--- src/rtl/mem_arb_pkg.sv ---
// Shared types for the IF/MEM unified-memory arbiter: FSM state encoding,
// grant-source encoding and the latency-counter width helper.
package mem_arb_pkg;

  typedef enum logic [1:0] {
    IDLE     = 2'd0,
    BUSY_IF  = 2'd1,
    BUSY_MEM = 2'd2
  } mem_arb_state_e;

  typedef enum logic [1:0] {
    GNT_NONE = 2'd0,
    GNT_IF   = 2'd1,
    GNT_MEM  = 2'd2
  } gnt_src_e;

  // Counter must hold MEM_LAT itself; never narrower than one bit.
  function automatic int lat_cnt_w(input int lat);
    return (lat < 2) ? 1 : $clog2(lat + 1);
  endfunction

endpackage

--- src/rtl/arb_lat_cnt.sv ---
// Loadable down-counter used to time one memory access; flags zero and the
// final counting cycle (count == 1) so the owner can capture on the next edge.
module arb_lat_cnt #(
  parameter int W = 3
) (
  input  logic         clk,
  input  logic         rst_n,
  input  logic         load,
  input  logic [W-1:0] load_val,
  input  logic         dec,
  output logic         zero,
  output logic         last
);

  logic [W-1:0] cnt_q, cnt_d;

  always_comb begin
    cnt_d = cnt_q;
    if (load) begin
      cnt_d = load_val;
    end else if (dec) begin
      cnt_d = cnt_q - W'(1);
    end
  end

  always_ff @(posedge clk or negedge rst_n) begin
    if (!rst_n) begin
      cnt_q <= '0;
    end else begin
      cnt_q <= cnt_d;
    end
  end

  assign zero = (cnt_q == '0);
  assign last = (cnt_q == W'(1));

endmodule

--- src/rtl/mem_arbiter.sv ---
// Arbitrates one fixed-latency single-ported memory between IF and MEM stages.
// Optional MEM_ARB_PERF_EN adds saturating per-stage stall-cycle counters.
module mem_arbiter
  import mem_arb_pkg::*;
#(
  parameter int ADDR_W  = 16,
  parameter int DATA_W  = 16,
  parameter int MEM_LAT = 4
) (
  input  logic              clk,
  input  logic              rst_n,
  input  logic              if_req,
  input  logic [ADDR_W-1:0] if_addr,
  input  logic              mem_req,
  input  logic              mem_wr,
  input  logic [ADDR_W-1:0] mem_addr,
  input  logic [DATA_W-1:0] mem_wdata,
  input  logic [DATA_W-1:0] m_rdata,
  output logic              m_en,
  output logic              m_wr,
  output logic [ADDR_W-1:0] m_addr,
  output logic [DATA_W-1:0] m_wdata,
  output logic [DATA_W-1:0] if_rdata,
  output logic              if_done,
  output logic [DATA_W-1:0] mem_rdata,
  output logic              mem_done,
  output logic              if_stall,
  output logic              mem_stall,
  output mem_arb_state_e    dbg_state
`ifdef MEM_ARB_PERF_EN
  ,
  output logic [31:0]       perf_if_stall,
  output logic [31:0]       perf_mem_stall
`endif
);

  localparam int CNT_W = lat_cnt_w(MEM_LAT);

  mem_arb_state_e    state_q, state_d;
  gnt_src_e          gnt;
  logic              m_en_q, m_en_d;
  logic              m_wr_q, m_wr_d;
  logic [ADDR_W-1:0] m_addr_q, m_addr_d;
  logic [DATA_W-1:0] m_wdata_q, m_wdata_d;
  logic [DATA_W-1:0] if_rdata_q, if_rdata_d;
  logic [DATA_W-1:0] mem_rdata_q, mem_rdata_d;
  logic              if_done_q, if_done_d;
  logic              mem_done_q, mem_done_d;
  logic              cnt_zero, cnt_last, cnt_dec;

  assign cnt_dec = (state_q != IDLE) && !cnt_zero;

  arb_lat_cnt #(.W(CNT_W)) u_lat_cnt (
    .clk      (clk),
    .rst_n    (rst_n),
    .load     (gnt != GNT_NONE),
    .load_val (CNT_W'(MEM_LAT)),
    .dec      (cnt_dec),
    .zero     (cnt_zero),
    .last     (cnt_last)
  );

  always_comb begin
    state_d     = state_q;
    gnt         = GNT_NONE;
    m_en_d      = 1'b0;
    m_wr_d      = m_wr_q;
    m_addr_d    = m_addr_q;
    m_wdata_d   = m_wdata_q;
    if_rdata_d  = if_rdata_q;
    mem_rdata_d = mem_rdata_q;
    if_done_d   = 1'b0;
    mem_done_d  = 1'b0;

    // A requester whose done pulse is visible this cycle is not re-granted,
    // which hands the next slot to the other stage.
    case (state_q)
      IDLE: begin
        if (mem_req && !mem_done_q) begin
          gnt = GNT_MEM;
        end else if (if_req && !if_done_q) begin
          gnt = GNT_IF;
        end
      end
      BUSY_IF: begin
        if (cnt_last) begin
          if_rdata_d = m_rdata;
          if_done_d  = 1'b1;
          state_d    = IDLE;
        end
      end
      BUSY_MEM: begin
        if (cnt_last) begin
          if (!m_wr_q) begin
            mem_rdata_d = m_rdata;
          end
          mem_done_d = 1'b1;
          state_d    = IDLE;
        end
      end
      default: state_d = IDLE;
    endcase

    case (gnt)
      GNT_MEM: begin
        state_d   = BUSY_MEM;
        m_en_d    = 1'b1;
        m_wr_d    = mem_wr;
        m_addr_d  = mem_addr;
        m_wdata_d = mem_wdata;
      end
      GNT_IF: begin
        state_d  = BUSY_IF;
        m_en_d   = 1'b1;
        m_wr_d   = 1'b0;
        m_addr_d = if_addr;
      end
      default: ;
    endcase
  end

  always_ff @(posedge clk or negedge rst_n) begin
    if (!rst_n) begin
      state_q     <= IDLE;
      m_en_q      <= 1'b0;
      m_wr_q      <= 1'b0;
      m_addr_q    <= '0;
      m_wdata_q   <= '0;
      if_rdata_q  <= '0;
      mem_rdata_q <= '0;
      if_done_q   <= 1'b0;
      mem_done_q  <= 1'b0;
    end else begin
      state_q     <= state_d;
      m_en_q      <= m_en_d;
      m_wr_q      <= m_wr_d;
      m_addr_q    <= m_addr_d;
      m_wdata_q   <= m_wdata_d;
      if_rdata_q  <= if_rdata_d;
      mem_rdata_q <= mem_rdata_d;
      if_done_q   <= if_done_d;
      mem_done_q  <= mem_done_d;
    end
  end

  assign m_en      = m_en_q;
  assign m_wr      = m_wr_q;
  assign m_addr    = m_addr_q;
  assign m_wdata   = m_wdata_q;
  assign if_rdata  = if_rdata_q;
  assign mem_rdata = mem_rdata_q;
  assign if_done   = if_done_q;
  assign mem_done  = mem_done_q;
  assign if_stall  = if_req & ~if_done_q;
  assign mem_stall = mem_req & ~mem_done_q;
  assign dbg_state = state_q;

`ifdef MEM_ARB_PERF_EN
  logic [31:0] perf_if_q, perf_if_d;
  logic [31:0] perf_mem_q, perf_mem_d;

  always_comb begin
    perf_if_d  = perf_if_q;
    perf_mem_d = perf_mem_q;
    if (if_stall && (perf_if_q != 32'hFFFF_FFFF)) begin
      perf_if_d = perf_if_q + 32'd1;
    end
    if (mem_stall && (perf_mem_q != 32'hFFFF_FFFF)) begin
      perf_mem_d = perf_mem_q + 32'd1;
    end
  end

  always_ff @(posedge clk or negedge rst_n) begin
    if (!rst_n) begin
      perf_if_q  <= '0;
      perf_mem_q <= '0;
    end else begin
      perf_if_q  <= perf_if_d;
      perf_mem_q <= perf_mem_d;
    end
  end

  assign perf_if_stall  = perf_if_q;
  assign perf_mem_stall = perf_mem_q;
`endif

endmodule

--- config.mk ---
export PLATFORM = sky130hd
export DESIGN_NAME = mem_arbiter
export DESIGN_NICKNAME = d
export VERILOG_FILES = /design/src/rtl/mem_arb_pkg.sv /design/src/rtl/arb_lat_cnt.sv /design/src/rtl/mem_arbiter.sv
export SDC_FILE = /design/constraint.sdc
export NUM_CORES = 1
export LEC_CHECK = 0
export ABC_AREA = 1
export CAP_MARGIN = 20
export CORE_MARGIN = 4
export CORE_UTILIZATION = 45
export DETAILED_ROUTE_END_ITERATION = 7
export PLACE_DENSITY = 0.87
export SYNTH_ARGS = -nofsm -noshare
export SYNTH_HDL_FRONTEND = slang
export SYNTH_SLANG_ARGS = --single-unit
--- constraint.sdc ---
create_clock -name clk -period 5.65 [get_ports clk]
set_input_delay 1.695 -clock clk [delete_from_list [all_inputs] [get_ports clk]]
set_output_delay 1.695 -clock clk [all_outputs]
set_load 0.02 [all_outputs]
Word-level counts from Yosys, hierarchy flattened

Cells that the tools add are included.
Widths: inputs -> output; s select.

Output and inout bits: 72
Flip-flop bits (word level): 73

Equality and inequality tests: 7
Multiplexer cells: 14
$add $sub $neg: 1
Reduce and logical (&&, ||, !) cells: 17
Bitwise operators: 5

Operators with widths:

| cell                | number |
|---|---|
| $pmux 16 s2         | 1 |
| $pmux 2 s2          | 2 |
| $reduce_bool 2->1   | 4 |
| $mux 2              | 3 |
| $mux 3              | 2 |
| $mux 1              | 5 |
| $eq 2x1->1 const B  | 2 |
| $eq 2x2->1 const B  | 2 |
| $ne 4x1->1 const B  | 1 |
| $reduce_and 2->1    | 2 |
| $reduce_or 2->1     | 2 |
| $eq 3x1->1 const B  | 1 |
| $logic_and 1x1->1   | 3 |
| $logic_not 1->1     | 3 |
| $logic_not 3->1     | 1 |
| $ne 3x3->1 const B  | 1 |
| $not 1->1           | 3 |
| $reduce_and 3->1    | 1 |
| $sub 3x1->3 const B | 1 |
| $and 1x1->1         | 2 |
| $logic_not 2->1     | 1 |
| $pmux 1 s2          | 1 |

Longest topological paths before layout

Depth in word-level cells: 8
Mapped depth: 12
Gate-level depth less buffers: 11

By module

A second synthesis with hierarchy kept.

Cell total of the unflattened synthesis: 356
Area total of the unflattened synthesis: 3211.8 um2

Modules (own cells, without submodules):

| module      | area an instance (um2) | instances | sequential area each (um2) | cells an instance |
|---|---|---|---|---|
| mem_arbiter | 2976.6                 | 1         | 1751.7                     | 320 |
| arb_lat_cnt | 235.2                  | 1         | 75.1                       | 36 |

Worst setup path before layout

OpenSTA, ideal clock, no wires.

Kind: in2out
Start point: in mem_req
End point: out mem_stall
Arrival time: 2.055 ns
Cell stages on the path: 2
Buffers on the path: 0
Path slack: 1.900 ns
Path through: inv_1 -> nor2_1

Longest elaborated chain between the ends: 1

Ends and longest elaborated chain:

| what            | line               | RTL |
|---|---|---|
| start, declared | mem_arbiter.sv:14  | `input logic mem_req,` |
| $and 1x1->1     | mem_arbiter.sv:155 | `assign mem_stall = mem_req & ~mem_done_q;` |
| end, declared   | mem_arbiter.sv:28  | `output logic mem_stall,` |

No other way between the ends.

Worst setup path in the final report

Same ends and word-level chain as after synthesis.

==> flow_summary.json <==
{
  "status": "completed",
  "synth_area_leaders": "dfrtp_1, nand2_1, o21ai_2",
  "clk_path_buf_depth": 2,
  "yosysWarnings": 0,
  "antenna_cells": 0,
  "rows": 30,
  "die_width_um": 92.1,
  "netSwitchingPower_w": 0.00111,
  "end_kind": "primary output",
  "grt_max_degree": 74,
  "final_hold_viol_count": 0,
  "root_buffer": "clkbuf_8",
  "slew_headroom_pct": 39.7,
  "slew_violations": 0,
  "routed_wl_um": 7980,
  "hpwl_um": 6010,
  "synth-compound-area-share_pct": 10.4,
  "synth_top_family_by_area": "simple AND/OR/NAND/NOR gates",
  "grtUsageTotal_pct": 19.4,
  "overflow": 0,
  "synth_edf_count": 0,
  "syn_avg_cell_area_um2": 9.17,
  "peakVddDrop_mv": 0.220,
  "power_frac_comb_pct": 53.1,
  "setup_tns_ps": 0,
  "critPathSlowestCell": "clkdlybuf4s50_1",
  "gp_congestion": 0.751,
  "worst_hold_path_type": "flop to flop",
  "synth_mux_area_share_pct": 0,
  "syn-cell-area_um2": 3180,
  "path_buf_inv": 3,
  "maxCapViolCount": 0,
  "final_antenna_net_count": 0,
  "yosysSeqAreaShare_pct": 57.4,
  "synthToLayoutAreaGrowth_pct": 49.0,
  "grt_pass1_vias": 2815,
  "drt_iter0_markers": 120,
  "num_vias": 2748,
  "htreeDepth": 3,
  "period_needed_ps": 4730,
  "post-cts-setup-buffers": 0,
  "switching_share_pct": 41.4,
  "synth-seq-cells": 73,
  "fin_util_pct": 69.4,
  "io_buffers": 140,
  "initial_utilization_pct": 46.6,
  "power_frac_clock_pct": 12.8,
  "nets": 561,
  "ctsResizeCount": 0,
  "crit_path_cell_trace": "clkdlybuf4s50_1 -> inv_1 -> nor2_1 -> clkdlybuf4s50_1",
  "grt_pass1_wl_um": 13100,
  "drcViolationCount": 0,
  "die_h_um": 92.1,
  "ioPinCount": 141,
  "max_stage_delay_ps": 660,
  "fin_crit_sh_pct": 83.7,
  "cts_tree": "built",
  "die_area_um2": 8480,
  "synth_top_area_share_pct": 57.4,
  "wl_per_cell_um": 13.7,
  "yosys-top-cells-count": "nand2_1, dfrtp_1, inv_1",
  "finalSetupViolations": 0,
  "synth_xor_area_share_pct": 0,
  "worstPathMaxFanout": 3,
  "syn_nets": 425,
  "fmax_ghz": 0.211,
  "worstMarginPinSlew_ps": 905,
  "cts_buffers": 9,
  "critPathRequiredTime_ps": 3950,
  "cts_sinks": 73,
  "hold_slack_ps": 471,
  "cpMostUsedCell": "clkdlybuf4s50_1",
  "cp.arrival_ps": 3030,
  "grt_antenna_before_repair": 0,
  "yosysMostFrequentCell": "nand2_1",
  "synth_flop_cell": "dfrtp_1",
  "synth_top_cell_by_area": "dfrtp_1",
  "clk_pin_slew_ps": 70,
  "leakage_nw": 2.26,
  "synth-simple-area-share_pct": 20.3,
  "fp.coreArea_um2": 6830,
  "skew_ps": 11.7,
  "synthAdderAreaFrac_pct": 3.54,
  "detail_route.vias_per_cell": 4.71,
  "postCtsHoldBufs": 0,
  "seq_power_share_pct": 34.1,
  "yosysUniqueCellTypes": 20,
  "clk_latency_ps": 340,
  "async_flop_share_pct": 100,
  "netlist_instances": 347,
  "rsz0062_at_grt": "false",
  "cp_top_family": "buffers and inverters",
  "worst-setup-path-type": "input port to primary output",
  "cellPowerDensity_nw_per_um2": 564,
  "drtPass1Iterations": 4,
  "internal_power_w": 0.00157,
  "start_kind": "input port",
  "drive_above_1_share_pct": 7.99
}
## metrics by stage
stage	power (W)	cell area, µm²	cells	setup slack [ps]
final	0.00268	4740	584	921
after global placement	0.00231	4580	568	926
after floorplan	0.00170	3180	347	1900
after detailed placement	0.00236	4580	568	906
after global routing	0.00287	4740	584	849
after CTS	0.00271	4740	584	886
## tightest hold or removal path, stage by stage (launching register included)
cell and delay, ps:
dfrtp_1 340, nand2_1 50, nand2_1 50
## cells by family after synthesis
| group | after synthesis |
|---|---|
| flops | 73 |
| compound gates | 50 |
| simple gates | 163 |
| buf+inv | 52 |
| fa+ha+maj | 9 |
## placed cells by master, fill, tap and decap left out
cell type | Yosys | routed
a21oi_1 | 1 | 1
a31oi_1 | 16 | 16
buf_4 | 5 | 2
clkbuf_1 | 0 | 1
clkbuf_8 | 0 | 9
clkdlybuf4s50_1 | 0 | 139
clkinv_2 | 0 | 4
clkinvlp_4 | 0 | 2
dfrtp_1 | 73 | 73
ha_1 | 9 | 9
inv_1 | 33 | 33
inv_2 | 2 | 2
inv_4 | 1 | 1
nand2_1 | 131 | 131
nand3_1 | 8 | 8
nand3_2 | 1 | 1
nand3_4 | 1 | 1
nor2_1 | 20 | 20
nor2_2 | 1 | 1
nor3_1 | 1 | 1
o21ai_0 | 16 | 16
o21ai_1 | 1 | 1
o21ai_2 | 16 | 16
## sequential cells by signal, summed over array words and instances, names as in the netlist
register / flops
m_addr: 16
if_done: 1
m_wr: 1
mem_done: 1
if_rdata: 16
u_lat_cnt.cnt_q: 3
mem_rdata: 16
m_en: 1
m_wdata: 16
dbg_state: 2
## area by class of cell
cell class              count  area [µm²]
multi-input cells         222        1090
repair buffers            141        1410
flip-flops and latches     73        1830
clock buffers              10         128
well taps                  96         120
clock inverters             6        35.0
inverters                  36         138
fillers                   569        2090
## power by group through the flow
stage                     sequential, W  combinational, W  clock (W)
after floorplan                 0.00120          0.000503          0
after global placement         0.000907           0.00140          0
after detailed placement       0.000921           0.00144          0
after CTS                      0.000914           0.00144   0.000356
after global routing           0.000945           0.00155   0.000376
final                          0.000913           0.00142   0.000343
## path summary, 6_finish.rpt
check	startpoint	end	slack, ps	depth (start not counted)
max	mem_req	mem_stall	920	4
min	m_wdata[15]$_DFFE_PN0P_	m_wdata[15]$_DFFE_PN0P_	470	2
max reg2reg	dbg_state[0]$_DFFE_PN0P_	dbg_state[0]$_DFFE_PN0P_	3280	10
min reg2reg	m_wdata[15]$_DFFE_PN0P_	m_wdata[15]$_DFFE_PN0P_	470	2
max in group asynchronous	rst_n	if_rdata[13]$_DFFE_PN0P_	3580	1
min in group asynchronous	rst_n	mem_rdata[8]$_DFFE_PN0P_	1480	1
## per-layer routing
metal  global-route usage, %  part of all wire [%]
met1                    21.2                    38
met2                    35.4                    53
met3                    5.09                   6.8
met4                    8.29                   2.0
met5                       0                     0
(Power assumes the default switching activity.)
